### config.mk
export PLATFORM = sky130hd
export DESIGN_NAME = ff_roi_exerciser
export DESIGN_NICKNAME = d
export VERILOG_FILES = /design/src/rtl/ff_roi_exerciser.sv
export SDC_FILE = /design/constraint.sdc
export NUM_CORES = 1
export LEC_CHECK = 0
export ABC_AREA = 1
export ABC_CLOCK_PERIOD_IN_PS = 1700
export BUFFER_PORTS_ARGS = -buffer_cell sky130_fd_sc_hd__buf_2
export CORE_ASPECT_RATIO = 1.1
export CORE_MARGIN = 2
export CORE_UTILIZATION = 35
export DETAILED_ROUTE_END_ITERATION = 10
export GPL_TIMING_DRIVEN = 0
export PLACE_DENSITY = 0.61
export RECOVER_POWER = 100
export SLEW_MARGIN = 5
export SYNTH_ARGS = -nofsm -noshare
export SYNTH_HDL_FRONTEND = slang
export SYNTH_SLANG_ARGS = --single-unit
### constraint.sdc
create_clock -name clk -period 1.7 [get_ports clk]
set_input_delay 0.34 -clock clk [delete_from_list [all_inputs] [get_ports clk]]
set_output_delay 0.34 -clock clk [all_outputs]
set_load 0.02 [all_outputs]
### src/rtl/ff_roi_exerciser.sv
// Serial writer/reader for an array of placed flops under test: loads a D/CE/CLR
// frame over one pin, applies it, waits a settle interval, then shifts Q back out.
module ff_roi_exerciser #(
  parameter int N_FF   = 8,
  parameter int SETTLE = 2
) (
  input  logic            clk,
  input  logic            rst,
  input  logic            start,
  input  logic            sin,
  output logic [N_FF-1:0] ff_d,
  output logic [N_FF-1:0] ff_ce,
  output logic [N_FF-1:0] ff_clr,
  input  logic [N_FF-1:0] ff_q,
  output logic            sout,
  output logic            sout_valid,
  output logic            busy,
  output logic            done
);

  localparam int STIM_W = 3 * N_FF;
  localparam int BIT_CW = $clog2(STIM_W + 1);
  localparam int SET_CW = $clog2(SETTLE + 1);

  typedef enum logic [2:0] {
    IDLE,
    LOAD,
    APPLY,
    CAPTURE,
    SHIFT,
    DONE
  } state_t;

  state_t              state;
  state_t              state_next;
  logic [STIM_W-1:0]   stim;
  logic [BIT_CW-1:0]   bit_cnt;
  logic [SET_CW-1:0]   settle_cnt;
  logic [N_FF-1:0]     cap;

  logic load_last;
  logic settle_last;
  logic shift_last;

  assign load_last   = (bit_cnt == BIT_CW'(STIM_W - 1));
  assign settle_last = (settle_cnt == SET_CW'(SETTLE - 1));
  assign shift_last  = (bit_cnt == BIT_CW'(N_FF - 1));

  always_comb begin
    state_next = state;
    case (state)
      IDLE:    if (start) state_next = LOAD;
      LOAD:    if (load_last) state_next = APPLY;
      APPLY:   state_next = CAPTURE;
      CAPTURE: if (settle_last) state_next = SHIFT;
      SHIFT:   if (shift_last) state_next = DONE;
      DONE:    state_next = IDLE;
      default: state_next = IDLE;
    endcase
  end

  // Bit 0 of the capture goes straight to sout on the sample edge so the first
  // readback bit is on the pin during the first SHIFT cycle.
  always_ff @(posedge clk) begin
    if (rst) begin
      state      <= IDLE;
      stim       <= '0;
      bit_cnt    <= '0;
      settle_cnt <= '0;
      cap        <= '0;
      ff_d       <= '0;
      ff_ce      <= '0;
      ff_clr     <= '1;
      sout       <= 1'b0;
      sout_valid <= 1'b0;
    end else begin
      state <= state_next;
      case (state)
        IDLE: begin
          bit_cnt <= '0;
        end
        LOAD: begin
          stim    <= {sin, stim[STIM_W-1:1]};
          bit_cnt <= bit_cnt + 1'b1;
        end
        APPLY: begin
          ff_d       <= stim[N_FF-1:0];
          ff_ce      <= stim[2*N_FF-1:N_FF];
          ff_clr     <= stim[STIM_W-1:2*N_FF];
          settle_cnt <= '0;
        end
        CAPTURE: begin
          settle_cnt <= settle_cnt + 1'b1;
          if (settle_last) begin
            cap        <= ff_q >> 1;
            sout       <= ff_q[0];
            sout_valid <= 1'b1;
            bit_cnt    <= '0;
          end
        end
        SHIFT: begin
          sout    <= cap[0];
          cap     <= cap >> 1;
          bit_cnt <= bit_cnt + 1'b1;
          if (shift_last) begin
            sout       <= 1'b0;
            sout_valid <= 1'b0;
          end
        end
        default: begin
        end
      endcase
    end
  end

  assign busy = (state != IDLE);
  assign done = (state == DONE);

endmodule

# [Yosys cells after proc, flatten, opt, wreduce, memory -nomap -nowiden]
# Cells that the tools add are included.
[word_totals] ff_bits=68 inputBits=12 output_inout_bits=28
[op_classes] add_sub_neg=2 n_eq_ne=12 muxes=16 n_reduce_logical=10
[ops] cell="case mux 8 bit (2 select lines)" count=1
[ops] cell="case mux 3 bit (5 select lines)" count=1
[ops] cell="case mux 5 bit (3 select lines)" count=1
[ops] cell="two-way mux 3 bit" count=4
[ops] cell="two-way mux 8 bit" count=1
[ops] cell="!= test 2 bit, second input constant" count=4
[ops] cell="== test 3 x 2 -> 1 bit, second input constant" count=2
[ops] cell="== test 3 bit, second input constant" count=2
[ops] cell="nonzero test 3 bit" count=2
[ops] cell="adder 5 x 1 -> 5 bit, second input constant" count=1
[ops] cell="== test 5 x 3 -> 1 bit, second input constant" count=1
[ops] cell="== test 5 bit, second input constant" count=1
[ops] cell="two-way mux 5 bit" count=1
[ops] cell="two-way mux 1 bit" count=4
[ops] cell="case mux 1 bit (2 select lines)" count=2
[ops] cell="case mux 2 bit (2 select lines)" count=1
[ops] cell="AND reduction 2 bit" count=2
[ops] cell="AND reduction 4 bit" count=1
[ops] cell="nonzero test 2 bit" count=2
[ops] cell="== test 3 x 1 -> 1 bit, second input constant" count=1
[ops] cell="zero test 3 bit" count=1
[ops] cell="AND reduction 3 bit" count=1
[ops] cell="adder 2 x 1 -> 2 bit, second input constant" count=1
[ops] cell="== test 2 x 1 -> 1 bit, second input constant" count=1
[ops] cell="OR reduction 2 bit" count=1

# [Depth between registers and ports, before layout]
# Gate-level depths: netlist (run 1).
[depth] word_depth=4 depth_mapped=9 depth_no_buf=9

# [Worst setup path after synthesis (run 1)]
# No wires, ideal clock.
[synth_path] path_kind="flip-flop to output port" from="register state[0]" to="output port done" arrival_ns=0.945 required_ns=1.360 path_slack_ns=0.415 stages_incl_launch_ff=3 n_path_buf=0 path_cell_list="dfxtp_1 -> inv_1 -> nor3_1"
[synth_between] elab_chain_cells=1
[synth_rtl] element="start: declaration" line_no="34" text="state_t state;"
[synth_rtl] element="start signal: assignment" line_no="77" text="state <= state_next;"
[synth_rtl] element="== test 3 bit" line_no="117" text="assign done = (state == DONE);"
[synth_rtl] element="end: declaration" line_no="18" text="output logic done"
# Every way passes these cells.

# [Worst setup path after layout (run 1)]
# Ends and elaborated chain as after synthesis.

==> results of run 1 <==
## flip-flops by register name (all words and copies together), names as in the netlist
signal      flops
ff_ce           8
sout_valid      1
ff_d            8
bit_cnt         5
stim           24
ff_clr          8
state           3
settle_cnt      2
sout            1
cap             7
## routing by layer
| layer | vias to the layer above | GRT usage |
|---|---|---|
| li1 | 1206 | - |
| met1 | 1047 | 0.2024 |
| met2 | 37 | 0.2429 |
| met3 | 10 | 0.04130 |
| met4 | 0 | 0.06349 |
| met5 | - | 0 |
## Yosys cell counts
cell type / count / area (um^2)
ha_1: 2 / 25.02
o21ai_1: 4 / 20.02
nand3_1: 8 / 40.04
nor3_1: 3 / 15.01
nor2_2: 3 / 18.77
buf_1: 1 / 3.750
nand2_2: 4 / 25.02
nand4_1: 3 / 18.77
nand3b_1: 1 / 7.510
inv_1: 22 / 82.58
o21ai_0: 43 / 215.2
inv_2: 4 / 15.01
nand3_2: 1 / 10.01
clkinv_1: 1 / 3.750
buf_2: 5 / 25.02
clkbuf_1: 9 / 33.78
nand2_1: 68 / 255.2
a21oi_1: 46 / 230.2
buf_6: 2 / 22.52
dfxtp_1: 67 / 1341
a2bb2oi_1: 1 / 8.760
nor2_1: 42 / 157.7
clkbuf_2: 1 / 5.000
## area by class of cell
class	instances	area, um^2	area share
sequential	67	1341	0.4404
multi-input combinational	229	1042	0.3422
clock inverter	1	30.03	0.009860
inverter	27	101.3	0.03328
buffer	18	83.83	0.02753
tap	85	106.4	0.03492
clock buffer	14	182.7	0.05998
timing repair buffer	38	157.7	0.05177
## stage by stage
stage          power, uW  hold slack, ps  instance area, um^2  utilization  cells
2_1_floorplan       3063           424.6                 2580            -    341
3_3_place_gp        3420           437.8                 2877       0.4059    464
4_1_cts             4839           243.5                 3089       0.4359    479
6_report            4749           250.3                 3045       0.4297    479
5_1_grt             5091           234.8                 3045       0.4297    479
3_5_place_dp        3446           441.6                 2877       0.4059    464
## worst min-delay path by stage
stage / cells past startpoint / slack, ps / endpoint / from
6_report: 3 / 250 / stim[23] / sin
5_1_grt: 3 / 230 / stim[23] / sin
4_1_cts: 3 / 240 / stim[23] / sin
3_5_place_dp: 2 / 440 / cap[1] / cap[1]
3_3_place_gp: 2 / 440 / cap[1] / cap[1]
2_1_floorplan: 2 / 420 / cap[1] / cap[1]
## critical path: stages, from the launching register on
cell and delay [ps]:
dfxtp_1 380, inv_1 100, nor3_1 200, buf_2 200
## power groups by stage
stage | logic (uW) | clock network [uW] | registers (uW)
detailed placement | 1270 | 0 | 2170
finish | 1220 | 1390 | 2140
global placement | 1250 | 0 | 2160
CTS | 1280 | 1420 | 2140
global route | 1400 | 1500 | 2190
floorplan | 858 | 0 | 2210
## layout by cell type (no fill, tap or decap), types with 2 or more instances in the layout
cell type,n
dfxtp_1,67
clkbuf_1,36
nor2_2,2
nand2_1,69
nor3_1,3
ha_1,2
o21ai_1,3
inv_2,3
nand4_1,3
clkbuf_2,6
nand3_1,8
clkbuf_8,13
o21ai_0,44
buf_2,13
a21oi_1,46
inv_1,23
nand2_2,3
nor2_1,43
## logic make-up after synthesis
logic type               count (synthesis)  synth area share
adder cells (fa/ha/maj)                  2          0.009698
AND/OR/NAND/NOR                        133            0.2124
buffers and inverters                   45           0.07419
flip-flops                              67            0.5199
AO/OA/AOI/OAI                           94            0.1838
==> impl_metrics.py, run 1 <==
metrics = {
    "power_and_ir_drop": {
        "seq_power_share": 0.451,
        "ir_drop_mv": 0.6622,
        "p_int_uw": 3121,
        "p_per_area_nw_per_um2": 1559,
        "p_clk_frac": 0.292,
        "p_comb_frac": 0.257,
        "switchingPower_uw": 1627,
        "leakage_uw": 0.001216,
        "swShare": 0.3427,
    },
    "global_route": {
        "grt_remaining_overflow": 0,
        "grt_max_degree": 11,
        "grt_pass1_wl_mm": 9.853,
        "grtUsageTotal": 0.1554,
        "grt_pass1_vias": 2111,
        "antenna_found_initial": 0,
    },
    "finish": {
        "n_antenna_cell": 0,
        "drive_above_1_share": 0.1091,
        "nFillCells": 763,
        "nets": 404,
        "area_growth_syn_to_layout_pct": 18.04,
    },
    "synthesis": {
        "synth.ff_latch_count": 67,
        "yosysWarningCount": 0,
        "ys_seq_area_frac": 0.5199,
        "synth.cell_area_um2": 2580,
        "netlist_instances": 341,
        "synth_cell_types": 23,
        "synth_area_per_cell_um2": 7.566,
        "synth_fp_nets": 355,
    },
    "setup_path": {
        "r2r_cells": 9,
        "worstSetupStartpoint": "state[0]",
        "r2r-start": "state[2]",
        "crit_required_ps": 1360,
        "rr_endpoint": "cap[5]",
        "regToRegSetupSlack_ps": 170,
        "path_class": "reg2out",
        "end_kind": "output port",
        "start_kind": "flop",
        "critPathCapture": "done",
        "path_max_fanout": 4,
        "crit_arrival_ps": 1220,
    },
    "detailed_routing": {
        "wl_mm": 5.757,
        "dr_wl_met3_um": 219,
        "top_layer": "met4",
        "drt_iter0_markers": 93,
        "vias_per_cell": 4.802,
        "wl_met1_mm": 2.841,
        "met2WireLength_mm": 2.617,
        "vias": 2300,
        "drc_errors": 0,
        "wire_per_inst_um": 12.02,
        "dr.pass1.iters": 6,
        "drtAntennaViolNets": 0,
    },
    "floorplanning": {
        "row_count": 32,
        "die-area_um2": 8075,
        "die_h_um": 94.05,
        "core_area_um2": 7087,
        "io_pins": 40,
        "initial_core_util": 0.3641,
        "die_width_um": 85.86,
    },
    "sta": {
        "fin_tns_setup_ps": 0,
        "max-slew-margin-rel": 0.6585,
        "hold_viol_final": 0,
        "grt_setup_unrepaired": "false",
        "min_period_over_period": 0.9150,
        "clock_skew_ps": 3.968,
        "setup_viol": 0,
        "fin_ws_ps": 144.5,
        "maxSlewViolCount": 0,
        "worst_pin_slew_ps": 512.2,
        "fin_crit_ps": 1555,
        "max_freq_ghz": 0.6429,
    },
    "clock_network": {
        "cts_setup_buffers": 0,
        "clock_path_buffers": 2,
        "clkTransAtPathRegs_ps": 70,
        "h-tree-depth": 3,
        "cts_tree": "built",
        "cts_hold_buf": 0,
        "cts.sinks": 67,
        "numCtsBuffers": 9,
        "clock_latency_ps": 330,
        "cts_root_buf": "clkbuf_8",
        "cts-resized-gates": 0,
    },
    "place": {
        "portBuffers": 38,
        "hpwl_mm": 4.115,
        "finalWeightedCongestion": 0.8143,
        "pre_cts_slack_ps": 252.8,
    },
    "job": {
        "maxCapViolCount": 0,
    },
    "status": {
        "run_status": "completed",
    },
    "worst_hold_path": {
        "hold_class": "in2reg",
    },
}
Power figures use the tool's default switching activity.
==> run 2, diff against run 1 <==
--- a/config.mk
+++ b/config.mk
@@ -11,6 +11,8 @@
 export CORE_ASPECT_RATIO = 1.1
 export CORE_MARGIN = 2
 export CORE_UTILIZATION = 35
+export CTS_BUF_LIST = sky130_fd_sc_hd__clkbuf_8
+export CTS_CLUSTER_DIAMETER = 50
 export DETAILED_ROUTE_END_ITERATION = 10
 export GPL_TIMING_DRIVEN = 0
 export PLACE_DENSITY = 0.61
==> run 2 against run 1 <==
Compared with the run above:
- critical path depth is the same
- die area is the same
- worst hold slack lost 0.66 ps
- count of clock-buffer cells in the layout shrank 1
- critical endpoint unchanged
- largest cell class unchanged
- largest power group unchanged
==> impl_metrics.py, run 2 (synthesized netlist as in run 1, its figures left out) <==
metrics = {
    "status": {
        "run_status": "completed",
    },
    "setup_path": {
        "critPathMaxStageDelay_ps": 380,
        "path_max_fanout": 4,
        "regToRegSetupSlack_ps": 160,
        "crit_arrival_ps": 1220,
        "end_kind": "output port",
        "path_class": "reg2out",
        "start_kind": "flop",
        "path_cells": "inv_1 -> nor3_1 -> buf_2",
        "crit_path_top_delay_cell": "dfxtp_1",
        "crit_required_ps": 1360,
    },
    "power_and_ir_drop": {
        "p_per_area_nw_per_um2": 1558,
        "p_int_uw": 3115,
        "leakage_uw": 0.001220,
        "swShare": 0.3435,
        "ir_drop_mv": 0.6638,
        "switchingPower_uw": 1630,
        "p_comb_frac": 0.257,
        "seq_power_share": 0.452,
        "p_clk_frac": 0.291,
    },
    "detailed_routing": {
        "dr.pass1.iters": 6,
        "vias": 2294,
        "drtAntennaViolNets": 0,
        "wire_per_inst_um": 12.03,
        "wl_mm": 5.763,
        "drt_iter0_markers": 93,
        "drc_errors": 0,
        "vias_per_cell": 4.789,
    },
    "global_route": {
        "antenna_found_initial": 0,
        "grt_remaining_overflow": 0,
        "grt_pass1_wl_mm": 9.853,
        "grtUsageTotal": 0.1554,
        "grt_pass1_vias": 2111,
        "grt_max_degree": 11,
    },
    "place": {
        "hpwl_mm": 4.115,
        "placed_cell_area_um2": 2877,
        "finalWeightedCongestion": 0.8143,
        "portBuffers": 38,
    },
    "clock_network": {
        "cts.sinks": 67,
        "clock_latency_ps": 330,
        "cts_setup_buffers": 0,
        "cts_root_buf": "clkbuf_8",
        "cts-resized-gates": 0,
        "clkTransAtPathRegs_ps": 70,
        "h-tree-depth": 3,
        "clock_path_buffers": 2,
        "cts_tree": "built",
        "cts_hold_buf": 0,
        "numCtsBuffers": 9,
    },
    "floorplanning": {
        "row_count": 32,
        "die_width_um": 85.86,
        "initial_core_util": 0.3641,
        "die-area_um2": 8075,
        "die_h_um": 94.05,
        "io_pins": 40,
        "core_area_um2": 7087,
    },
    "sta": {
        "fin_tns_setup_ps": 0,
        "max_freq_ghz": 0.6426,
        "maxSlewViolCount": 0,
        "fin_crit_ps": 1556,
        "clock_skew_ps": 3.967,
        "hold_viol_final": 0,
        "min_period_over_period": 0.9154,
        "setup_viol": 0,
        "worst_pin_slew_ps": 512.5,
        "max-slew-margin-rel": 0.6584,
        "grt_setup_unrepaired": "false",
    },
    "finish": {
        "nFillCells": 763,
        "largest-register": "stim",
        "layout_common_cells": "nand2_1, dfxtp_1, a21oi_1",
        "finalCoreUtilization": 0.4297,
        "nets": 404,
        "fin_area_um2": 3045,
        "drive_above_1_share": 0.1091,
        "area_growth_syn_to_layout_pct": 18.04,
        "n_antenna_cell": 0,
        "largest_reg_flops": 24,
        "final_common_cell": "nand2_1",
    },
    "job": {
        "maxCapViolCount": 0,
    },
    "worst_hold_path": {
        "hold_class": "in2reg",
    },
}
[run 2: worst max-delay path: cells and delay by family, from the launching register on]
kind / cells / cell delay (ps)
buffers and inverters: 2 / 300
flip-flops: 1 / 380
AND/OR/NAND/NOR: 1 / 200
[run 2: final timing paths]
kind / from / to / cells after the start
worst max-delay path: state[0] / done / 3
worst min-delay path: sin / stim[23] / 3
worst max register to register: state[2] / stim[14] / 6
worst min register to register: cap[1] / cap[1] / 2
[run 2: stage by stage]
step / total power (uW) / worst slack, ps / cells / hold WS [ps]
after floorplan: 3063 / 415.2 / 341 / 424.6
final: 4745 / 143.9 / 479 / 249.7
after global routing: 5085 / 16.06 / 479 / 234.6
after CTS: 4833 / 90.31 / 479 / 243.1
after detailed placement: 3446 / 252.8 / 464 / 441.6
after global placement: 3420 / 296.2 / 464 / 437.8
[run 2: power groups by stage]
stage / clock network (uW) / registers (uW) / logic (uW)
finish: 1380 / 2140 / 1220
global route: 1490 / 2190 / 1400
CTS: 1410 / 2140 / 1280
detailed placement: 0 / 2170 / 1270
global placement: 0 / 2160 / 1250
floorplan: 0 / 2210 / 858
[run 2: layer usage]
metal	share of wire	GRT usage
met2	0.45	0.2429
met3	0.038	0.04130
met1	0.50	0.2024
met4	0.014	0.06349
met5	0	0
[run 2: cell type report]
class / instances / area, um^2 / area share
repair buffers: 38 / 157.7 / 0.05177
inverters: 27 / 101.3 / 0.03328
multi-input cells: 229 / 1042 / 0.3422
plain buffers: 18 / 83.83 / 0.02753
well taps: 85 / 106.4 / 0.03492
clock buffers: 13 / 178.9 / 0.05875
clock inverters: 2 / 33.78 / 0.01109
flip-flops and latches: 67 / 1341 / 0.4404
==> run 3, diff against run 2 <==
--- a/config.mk
+++ b/config.mk
@@ -8,14 +8,16 @@
 export ABC_AREA = 1
 export ABC_CLOCK_PERIOD_IN_PS = 1700
 export BUFFER_PORTS_ARGS = -buffer_cell sky130_fd_sc_hd__buf_2
+export CELL_PAD_IN_SITES_DETAIL_PLACEMENT = 1
+export CELL_PAD_IN_SITES_GLOBAL_PLACEMENT = 2
 export CORE_ASPECT_RATIO = 1.1
 export CORE_MARGIN = 2
-export CORE_UTILIZATION = 35
+export CORE_UTILIZATION = 33
 export CTS_BUF_LIST = sky130_fd_sc_hd__clkbuf_8
 export CTS_CLUSTER_DIAMETER = 50
 export DETAILED_ROUTE_END_ITERATION = 10
 export GPL_TIMING_DRIVEN = 0
-export PLACE_DENSITY = 0.61
+export PLACE_DENSITY = 0.87
 export RECOVER_POWER = 100
 export SLEW_MARGIN = 5
 export SYNTH_ARGS = -nofsm -noshare
==> run 3 against run 2 <==
Compared with the run above:
- wire length rose by 14%
- sequential share of layout area decreased by 0.78 points
- global-route usage up 1.6 points
- clock skew increased by 5.8 ps
- sequential power about the same
- count of clock-buffer cells in the layout decreased by 2
- utilization fell by 1.7 points
- critical path depth unchanged
- final cell count grew 4.4%
- via count grew 3.1%
- power grew 4.7%
- largest cell class unchanged
==> impl_metrics.py, run 3 (synthesized netlist as in run 1, its figures left out) <==
metrics = {
    "sta": {
        "maxSlewViolCount": 0,
        "grt_setup_unrepaired": "false",
        "worst_pin_slew_ps": 563.3,
        "hold_viol_final": 0,
        "fin_crit_ps": 1573,
        "max_freq_ghz": 0.6358,
        "setup_viol": 0,
        "min_period_over_period": 0.9251,
        "max-slew-margin-rel": 0.6245,
        "clock_skew_ps": 9.762,
        "fin_tns_setup_ps": 0,
    },
    "clock_network": {
        "clock_latency_ps": 340,
        "cts_root_buf": "clkbuf_8",
        "cts_tree": "built",
        "clkTransAtPathRegs_ps": 80,
        "clock_path_buffers": 2,
        "cts_hold_buf": 0,
        "numCtsBuffers": 9,
        "cts.sinks": 67,
        "cts_setup_buffers": 0,
        "cts-resized-gates": 0,
        "h-tree-depth": 3,
    },
    "power_and_ir_drop": {
        "leakage_uw": 0.001220,
        "ir_drop_mv": 0.6130,
        "swShare": 0.3526,
        "switchingPower_uw": 1752,
        "p_int_uw": 3217,
        "p_clk_frac": 0.311,
        "seq_power_share": 0.432,
        "p_comb_frac": 0.257,
        "p_per_area_nw_per_um2": 1603,
    },
    "worst_hold_path": {
        "hold_class": "in2reg",
        "worst_hold_path.endpoint": "stim[23]",
        "hold_depth": 3,
        "min_from": "sin",
    },
    "global_route": {
        "grt_remaining_overflow": 0,
        "grtUsageTotal": 0.1710,
        "grt_pass1_vias": 2476,
        "antenna_found_initial": 0,
        "grt_pass1_wl_mm": 11.59,
        "grt_max_degree": 13,
    },
    "finish": {
        "nFillCells": 1002,
        "layout.cells.non_filler": 500,
        "layout_common_cells": "nand2_1, dfxtp_1, a21oi_1",
        "area_growth_syn_to_layout_pct": 20.17,
        "final_common_cell": "nand2_1",
        "largest-register": "stim",
        "finalCoreUtilization": 0.4126,
        "drive_above_1_share": 0.1114,
        "n_antenna_cell": 0,
        "largest_reg_flops": 24,
        "nets": 404,
    },
    "setup_path": {
        "critical_path_buf_inv_count": 2,
        "crit_path_top_delay_cell": "dfxtp_1",
        "critPathMaxStageDelay_ps": 400,
        "crit_required_ps": 1360,
        "worstSetupStartpoint": "state[2]",
        "r2r-start": "state[2]",
        "rr_endpoint": "ff_ce[0]",
        "path_class": "reg2out",
        "r2r_cells": 6,
        "path_max_fanout": 6,
        "regToRegSetupSlack_ps": 200,
        "crit_family": "flip-flops",
        "start_kind": "flop",
        "path_cells": "inv_1 -> nor3_1 -> buf_2",
        "end_kind": "output port",
        "crit_arrival_ps": 1230,
    },
    "detailed_routing": {
        "drt_iter0_markers": 82,
        "vias_per_cell": 4.732,
        "dr.pass1.iters": 4,
        "wire_per_inst_um": 13.14,
        "drtAntennaViolNets": 0,
        "vias": 2366,
        "wl_mm": 6.570,
        "drc_errors": 0,
    },
    "floorplanning": {
        "io_pins": 40,
        "die-area_um2": 8542,
        "initial_core_util": 0.3433,
        "row_count": 33,
        "die_width_um": 88.31,
        "core_area_um2": 7515,
        "die_h_um": 96.74,
    },
    "status": {
        "run_status": "completed",
    },
    "job": {
        "maxCapViolCount": 0,
    },
    "place": {
        "portBuffers": 38,
        "dp_cells": 484,
        "finalWeightedCongestion": 0.8146,
        "hpwl_mm": 4.698,
    },
}
[run 3: power groups by stage]
stage | clock network (uW) | logic, uW | registers [uW]
floorplan | 0 | 858 | 2210
global placement | 0 | 1280 | 2170
detailed placement | 0 | 1320 | 2180
CTS | 1590 | 1330 | 2150
global route | 1660 | 1470 | 2200
finish | 1540 | 1280 | 2150
[run 3: worst max path at each step]
stage	end	depth (start not counted)
floorplan	done	2
global placement	ff_ce[0]	6
detailed placement	stim[19]	5
CTS	done	3
global route	cap[4]	6
finish	done	3
[run 3: stage by stage]
stage | hold WS, ps | instance area (um^2) | total power, uW | setup slack, ps
global route | 258.4 | 3100 | 5332 | 21.11
floorplan | 424.6 | 2580 | 3063 | 415.2
detailed placement | 445.5 | 2902 | 3502 | 224.7
finish | 235.0 | 3100 | 4969 | 127.3
CTS | 225.9 | 3137 | 5069 | 90.77
global placement | 438.8 | 2902 | 3449 | 254.8
[run 3: per-layer routing]
layer  GRT usage  wire [um]  up-vias
met2      0.2747       3044       34
met5           0          0        -
met1      0.2227       3209     1120
met3     0.03669        215        7
li1            -          -     1205
met4     0.06294        100        0
[run 3: layout make-up]
| type | instances | area, um^2 | share of cell area |
|---|---|---|---|
| timing repair buffer | 38 | 157.7 | 0.05085 |
| multi-input combinational | 229 | 1045 | 0.3370 |
| inverter | 27 | 101.3 | 0.03269 |
| clock buffer | 11 | 151.4 | 0.04883 |
| clock inverter | 5 | 83.83 | 0.02704 |
| sequential | 67 | 1341 | 0.4326 |
| buffer | 18 | 88.84 | 0.02865 |
| tap | 105 | 131.4 | 0.04237 |
[run 3: worst register-to-register path, stage by stage (launching register included)]
cell      delay (ps)
dfxtp_1          400
inv_1            130
nand3_2          150
clkinv_1         240
clkbuf_2         280
nand2_1          110
a21oi_1           60
